[config.mk]
export PLATFORM = sky130hd
export DESIGN_NAME = maze_player_ctrl
export DESIGN_NICKNAME = d
export VERILOG_FILES = /design/src/rtl/maze_player_ctrl.sv
export SDC_FILE = /design/constraint.sdc
export NUM_CORES = 1
export LEC_CHECK = 0
export CORE_ASPECT_RATIO = 0.7
export CORE_MARGIN = 2
export CORE_UTILIZATION = 35
export CTS_CLUSTER_SIZE = 10
export DETAILED_ROUTE_END_ITERATION = 6
export REMOVE_ABC_BUFFERS = 1
export SLEW_MARGIN = 5
export SYNTH_ARGS = -nofsm -noshare
export SYNTH_HDL_FRONTEND = slang
export SYNTH_SLANG_ARGS = --single-unit
[constraint.sdc]
create_clock -name clock -period 8.6 [get_ports clock]
set_clock_uncertainty 0.2 [all_clocks]
set_input_delay 1.72 -clock clock [delete_from_list [all_inputs] [get_ports clock]]
set_output_delay 1.72 -clock clock [all_outputs]
set_load 0.01 [all_outputs]
[src/rtl/maze_player_ctrl.sv]
// Maze player controller: owns the maze RAM read port once generation is done and moves a
// player token in response to debounced direction buttons, checking each move against the
// maze (1 = wall, 0 = floor). Reports position, accepted move count and exit arrival.
// Optional build macro WALL_BUMP_EN adds a one-clock 'bump' pulse on every rejected move.
module maze_player_ctrl #(
  parameter int unsigned WIDTH   = 30,
  parameter int unsigned HEIGHT  = 40,
  parameter int unsigned START_X = 0,
  parameter int unsigned START_Y = 0,
  parameter int unsigned EXIT_X  = 28,
  parameter int unsigned EXIT_Y  = 39
) (
  input  logic        clock,
  input  logic        reset,
  input  logic        gen_end,
  input  logic        btn_up,
  input  logic        btn_down,
  input  logic        btn_left,
  input  logic        btn_right,
  output logic [10:0] maze_address,
  input  logic        maze_address_data,
  output logic [5:0]  player_x,
  output logic [5:0]  player_y,
  output logic [15:0] move_count,
  output logic        at_exit,
`ifdef WALL_BUMP_EN
  output logic        bump,
`endif
  output logic        busy
);

  localparam logic [5:0] XMax   = 6'(WIDTH - 1);
  localparam logic [5:0] YMax   = 6'(HEIGHT - 1);
  localparam logic [5:0] XStart = 6'(START_X);
  localparam logic [5:0] YStart = 6'(START_Y);
  localparam logic [5:0] XExit  = 6'(EXIT_X);
  localparam logic [5:0] YExit  = 6'(EXIT_Y);

  typedef enum logic [2:0] {
    StIdle,
    StReady,
    StIssue,
    StWait,
    StCheck,
    StDone
  } state_e;

  // Row-major RAM address of a tile; the product fits in 11 bits for the supported sizes.
  function automatic logic [10:0] addr_of(input logic [5:0] x, input logic [5:0] y);
    return 11'(WIDTH) * {5'd0, y} + {5'd0, x};
  endfunction

  state_e      state_q, state_d;
  logic [5:0]  x_q, x_d, y_q, y_d;
  logic [5:0]  tgt_x_q, tgt_x_d, tgt_y_q, tgt_y_d;
  logic [10:0] tgt_addr_q, tgt_addr_d;
  logic [15:0] cnt_q, cnt_d;
  logic [3:0]  btn_prev_q, btn_now, btn_rise;
  logic        busy_q, busy_d;
  logic        at_exit_q, at_exit_d;
  logic        bump_q, bump_d;

  // Buttons packed as {up, down, left, right}; the bit order sets the priority.
  assign btn_now  = {btn_up, btn_down, btn_left, btn_right};
  assign btn_rise = btn_now & ~btn_prev_q;

  // Next-state logic: edge-triggered move requests, RAM lookup sequencing and move commit.
  always_comb begin
    logic [5:0] nx, ny;
    logic       ok;
    state_d    = state_q;
    x_d        = x_q;
    y_d        = y_q;
    cnt_d      = cnt_q;
    tgt_x_d    = tgt_x_q;
    tgt_y_d    = tgt_y_q;
    tgt_addr_d = tgt_addr_q;
    bump_d     = 1'b0;
    nx         = x_q;
    ny         = y_q;
    ok         = 1'b1;

    if (!gen_end) begin
      // Maze invalid: abandon everything, including any lookup in flight.
      state_d = StIdle;
      x_d     = XStart;
      y_d     = YStart;
      cnt_d   = 16'd0;
    end else begin
      unique case (state_q)
        StIdle:  state_d = StReady;
        StReady: begin
          if (btn_rise != 4'b0000) begin
            // Bounds are tested before stepping so the coordinates never wrap.
            if (btn_rise[3]) begin
              if (y_q == 6'd0) ok = 1'b0;
              else             ny = y_q - 6'd1;
            end else if (btn_rise[2]) begin
              if (y_q >= YMax) ok = 1'b0;
              else             ny = y_q + 6'd1;
            end else if (btn_rise[1]) begin
              if (x_q == 6'd0) ok = 1'b0;
              else             nx = x_q - 6'd1;
            end else begin
              if (x_q >= XMax) ok = 1'b0;
              else             nx = x_q + 6'd1;
            end
            if (ok) begin
              tgt_x_d    = nx;
              tgt_y_d    = ny;
              tgt_addr_d = addr_of(nx, ny);
              state_d    = StIssue;
            end else begin
              bump_d = 1'b1;
            end
          end
        end
        StIssue: state_d = StWait;
        StWait:  state_d = StCheck;
        StCheck: begin
          if (maze_address_data) begin
            bump_d = 1'b1;
          end else begin
            x_d = tgt_x_q;
            y_d = tgt_y_q;
            if (cnt_q != 16'hFFFF) cnt_d = cnt_q + 16'd1;
          end
          state_d = (x_d == XExit && y_d == YExit) ? StDone : StReady;
        end
        StDone:  state_d = StDone;
        default: state_d = StIdle;
      endcase
    end

    busy_d    = (state_d == StIssue) || (state_d == StWait) || (state_d == StCheck);
    at_exit_d = (state_d == StDone);
  end

  // State and registered outputs; button history is tracked in every state so that a
  // button held through a lookup does not register as a fresh edge afterwards.
  always_ff @(posedge clock or posedge reset) begin
    if (reset) begin
      state_q    <= StIdle;
      x_q        <= XStart;
      y_q        <= YStart;
      cnt_q      <= 16'd0;
      tgt_x_q    <= 6'd0;
      tgt_y_q    <= 6'd0;
      tgt_addr_q <= 11'd0;
      btn_prev_q <= 4'b0000;
      busy_q     <= 1'b0;
      at_exit_q  <= 1'b0;
      bump_q     <= 1'b0;
    end else begin
      state_q    <= state_d;
      x_q        <= x_d;
      y_q        <= y_d;
      cnt_q      <= cnt_d;
      tgt_x_q    <= tgt_x_d;
      tgt_y_q    <= tgt_y_d;
      tgt_addr_q <= tgt_addr_d;
      btn_prev_q <= btn_now;
      busy_q     <= busy_d;
      at_exit_q  <= at_exit_d;
      bump_q     <= bump_d;
    end
  end

  // Address mux: the lookup target while busy, otherwise the player's own tile.
  always_comb begin
    maze_address = busy_q ? tgt_addr_q : addr_of(x_q, y_q);
  end

  assign player_x   = x_q;
  assign player_y   = y_q;
  assign move_count = cnt_q;
  assign at_exit    = at_exit_q;
  assign busy       = busy_q;

`ifdef WALL_BUMP_EN
  assign bump = bump_q;
`else
  logic unused_bump;
  assign unused_bump = bump_q;
`endif

endmodule

# Word-level counts from Yosys, hierarchy flattened
# Index checks and enable logic that the tools add are counted.
[word_totals]
output_inout_bits = 41
wordCells = 92
in_bits = 8
register_bits = 60
[classes]
magnitude_cmp = 2
n_addsub = 7
n_mux = 45
n_bitwise = 2
reduce_logical = 9
n_mul = 2
n_eq_ne = 15
[op_table]
columns = ["op", "count"]
rows = [
  ["$mux W6", 25],
  ["$mux W16", 4],
  ["$add A11 B6 Y11", 2],
  ["$mul A4 B6 Y10 const A", 2],
  ["$pmux W3 S6", 1],
  ["$add A16 B1 Y16 const B", 1],
  ["$ne A16 B16 Y1 const B", 1],
  ["$add A6 B1 Y6 const B", 2],
  ["$eq A3 B2 Y1 const B", 4],
  ["$eq A3 B3 Y1 const B", 4],
  ["$logic_not A6 Y1", 2],
  ["$mux W3", 4],
  ["$sub A6 B1 Y6 const B", 2],
  ["$mux W11", 1],
  ["$mux W1", 10],
  ["$eq A6 B5 Y1 const B", 1],
  ["$eq A6 B6 Y1 const B", 1],
  ["$ge A6 B5 Y1 const B", 1],
  ["$ge A6 B6 Y1 const B", 1],
  ["$and A4 B4 Y4", 1],
  ["$ne A2 B1 Y1 const B", 2],
  ["$not A4 Y4", 1],
  ["$reduce_and A4 Y1", 1],
  ["$reduce_bool A4 Y1", 1],
  ["6 further kinds", 7],
]

# Logic depth before layout (Yosys ltp)
[depth]
depth_word = 15
mapped_depth = 20

# Worst setup path before layout
# OpenSTA, ideal clock, no wires.
[synth_timing]
path_kind = "register to output"
startpoint = "register y_q[2], in the netlist player_y[2]"
endpoint = "output maze_address[10]"
path_stages_with_launch = 13
path_slack_ns = 3.015
arrival_ns = 3.665
required_time_ns = 6.680
cell_sequence = "dfrtp_1 -> inv_1 -> fa_1 -> fa_1 -> fa_1 -> inv_1 -> ha_1 -> inv_1 -> o21ai_0 -> a21oi_1 -> nor4b_1 -> xnor3_1 -> mux2_2"
[synth_between]
elab_chain_cells = 3
[synth_rtl]
columns = ["item", "line", "rtl"]
rows = [
  ["from (decl)", "54", "logic [5:0] x_q, x_d, y_q, y_d;"],
  ["from (signal assigned)", "145", "y_q <= YStart;"],
  ["from (signal assigned)", "157", "y_q <= y_d;"],
  ["$mul A4 B6 Y10", "50", "return 11'(WIDTH) * {5'd0, y} + {5'd0, x};"],
  ["$add A11 B6 Y11", "50", ""],
  ["$mux W11", "171", "maze_address = busy_q ? tgt_addr_q : addr_of(x_q, y_q);"],
  ["to (decl)", "20", "output logic [10:0] maze_address,"],
]
# No other way between the ends.

# Worst setup path after layout
# Ends and elaborated chain as after synthesis.

==> results.json <==
{
  "run_status": "finished, final reports clean",
  "timing.hold.ws_ns": 0.2771,
  "first_global_vias": 3999,
  "hold_path.class": "flip-flop to flip-flop",
  "finalHoldViolations": 0,
  "design.core.area_sq_um": 13960,
  "yosysSeqAreaShare_pct": 29.32,
  "holdPathEnd": "tgt_addr_q[5]",
  "period_share_pct": 78.61,
  "synth_ff_type": "dfrtp_1",
  "p_switching_uw": 178.5,
  "min_from": "tgt_addr_q[5]",
  "end_kind": "output pin",
  "worstRegToRegCells": 17,
  "synth_cell_types": 63,
  "wirelength_um": 12710,
  "io_buffer_count": 48,
  "post-route-drc-count": 0,
  "grt_usage_pct": 17.36,
  "path_buf_inv": 4,
  "cp-start-kind": "flip-flop",
  "p_int_uw": 557.0,
  "crit_family": "adder cells",
  "cp_cell_sequence": "inv_1, fa_1, fa_1, fa_1, inv_1, ha_1, inv_1, o21ai_0, a21oi_1, nor4b_1, xnor3_1, mux2_2, clkdlybuf4s50_1",
  "slowest_delay_ns": 0.68,
  "slew_headroom_pct": 36.60,
  "postCtsSetupBuffers": 0,
  "critPathArrivalTime_ns": 4.84,
  "async_reset_ff_share_pct": 100.0,
  "required_ns": 6.68,
  "ant_nets": 0,
  "rsz0062_at_grt": "false",
  "area_growth_pct": 19.14,
  "layout-drive-gt1-share_pct": 6.942,
  "cts.path.max_buffers": 2,
  "cts_tree": "built",
  "min_path_cells": 2,
  "yosysMostFrequentCell": "nand2_1",
  "avgViaCountPerCell": 5.000,
  "grt_remaining_overflow": 0,
  "dieArea_sq_um": 15380,
  "wl_per_cell_um": 15.98,
  "antenna_found_initial": 0,
  "cts_resized": 0,
  "die_h_um": 104.3,
  "avgSynthCellArea_sq_um": 9.138,
  "synth_edf_count": 0,
  "r2r_slack_ns": 3.10,
  "cts_made_buffers": 9,
  "rows": 36,
  "crit_path_start": "player_y[2]",
  "yosysTopAreaCell": "dfrtp_1",
  "clk_latency_ns": 0.32,
  "drv_cap": 0,
  "root_buffer": "clkbuf_16",
  "htreeDepth": 3,
  "fmax_mhz": 147.9,
  "tightest_slew_ns": 0.9470,
  "setup_tns_ns": 0,
  "diodes": 0,
  "die_w_um": 147.4,
  "critPathMaxFanout": 11,
  "grt_max_degree": 60,
  "num_vias": 3975,
  "grt_pass1_wl_um": 21140,
  "layout.nets": 678,
  "ys_ff_latch": 59,
  "place.detailed.hpwl_um": 9545,
  "sw_frac_of_total_pct": 24.27,
  "setup_viol": 0,
  "p_per_area_nw_per_um2": 122.6,
  "r2r_start": "player_y[3]",
  "vdd_drop_max_mv": 0.08557,
  "netlist_instances": 551,
  "clkPwrFrac_pct": 50.4,
  "ys_top_cells_by_area": "dfrtp_1 29%, ha_1 13%, fa_1 7.2%",
  "total_leakage_power_nw": 2.759,
  "netlist_area_sq_um": 5035,
  "min_period_ns": 6.761,
  "pwr-share-comb_pct": 8.2,
  "yosysWarnings": 0,
  "slowest_stage": "dfrtp_1",
  "path_class": "flip-flop to output pin",
  "netlist.area_leader.share_pct": 29.32,
  "seqPwrFrac_pct": 41.4,
  "num_io_pins": 49,
  "drtIter0Drc": 272,
  "r2r_end": "tgt_addr_q[10]",
  "clk_pin_slew_worst_paths_ns": 0.06,
  "yosys-top-cells-count": "76 x nand2_1, 59 x dfrtp_1, 56 x inv_1",
  "cts.hold.buffers_added": 0,
  "place_congestion": 0.8661,
  "drv_slew": 0,
  "initial_core_util_pct": 36.06,
  "cts.sinks": 59,
  "dr.pass1.iters": 7
}
## kinds of logic after synthesis
| logic type | share of synthesized area [%] |
|---|---|
| XOR/XNOR | 8.275 |
| adder cells (fa/ha/maj) | 20.08 |
| multiplexers | 3.007 |
| flip-flops | 29.32 |
| AO/OA/AOI/OAI | 15.41 |
| buffers and inverters | 5.666 |
| AND/OR/NAND/NOR | 18.24 |
## worst max-delay path by stage
| stage | end | cells past startpoint |
|---|---|---|
| after floorplan | maze_address[10] | 12 |
| after detailed placement | tgt_addr_q[10] | 18 |
| after global placement | maze_address[10] | 13 |
| final | maze_address[10] | 13 |
| after CTS | maze_address[10] | 13 |
| after global routing | maze_address[10] | 13 |
## power by group through the flow
stage / Sequential (mW) / Clock [mW] / Combinational (mW)
floorplan: 0.304 / 0 / 0.0394
global placement: 0.308 / 0 / 0.0598
detailed placement: 0.309 / 0 / 0.0604
CTS: 0.304 / 0.380 / 0.0610
global route: 0.306 / 0.391 / 0.0680
finish: 0.304 / 0.371 / 0.0604
## metrics by stage
step	std cells	power, mW	area [sq um]	worst slack, ns	util (%)
finish	795	0.7355	5998	1.839	42.96
floorplan	539	0.3436	4960	3.015	-
global placement	779	0.3680	5693	2.234	40.77
CTS	795	0.7446	5998	1.772	42.96
global route	795	0.7648	5998	1.489	42.96
detailed placement	779	0.3690	5693	2.110	40.77
## final cells by class
class | instances | area (sq um)
fill | 1386 | 7965
multi-input combinational | 424 | 3273
inverter | 56 | 210.2
clock inverter | 4 | 48.80
timing repair buffer | 50 | 495.5
tap | 190 | 237.7
sequential | 59 | 1476
clock buffer | 12 | 256.5
## metal layers
metal	vias up	share of wire (%)	global-route usage (%)	wire length (um)
met5	-	0	0	0
met4	0	0.61	3.915	77
met3	5	5.3	3.991	677
met2	85	42	25.57	5385
met1	1917	52	25.78	6564
li1	1968	-	-	-
## worst min-delay path, cell delays in order, from the launching register on
cell	delay (ns)
dfrtp_1	0.34
nand2_1	0.05
o31ai_1	0.05
## state kept, by name (all words and copies together) (netlist names)
name	flops
move_count	16
tgt_addr_q	10
player_x	6
player_y	6
tgt_x_q	6
tgt_y_q	6
btn_prev_q	4
state_q	3
at_exit	1
busy	1
## placed cells by master (no fill, tap or decap), drive strengths merged, types with 4 or more instances in the layout
master / netlist / layout
nand2: 76 / 76
xnor2: 31 / 31
a21boi: 15 / 15
o31ai: 4 / 4
nand4: 6 / 6
mux2: 10 / 10
xor2: 14 / 14
clkdlybuf4s50: 0 / 48
nand2b: 6 / 6
nand3: 9 / 9
clkbuf: 8 / 12
dfrtp: 59 / 59
fa: 18 / 18
nor2: 28 / 28
a21oi: 23 / 23
nor3: 10 / 10
nor4b: 6 / 6
inv: 56 / 56
o21ai: 43 / 43
and2: 19 / 19
and3: 9 / 9
ha: 52 / 52
Power figures use the tool's default switching activity.
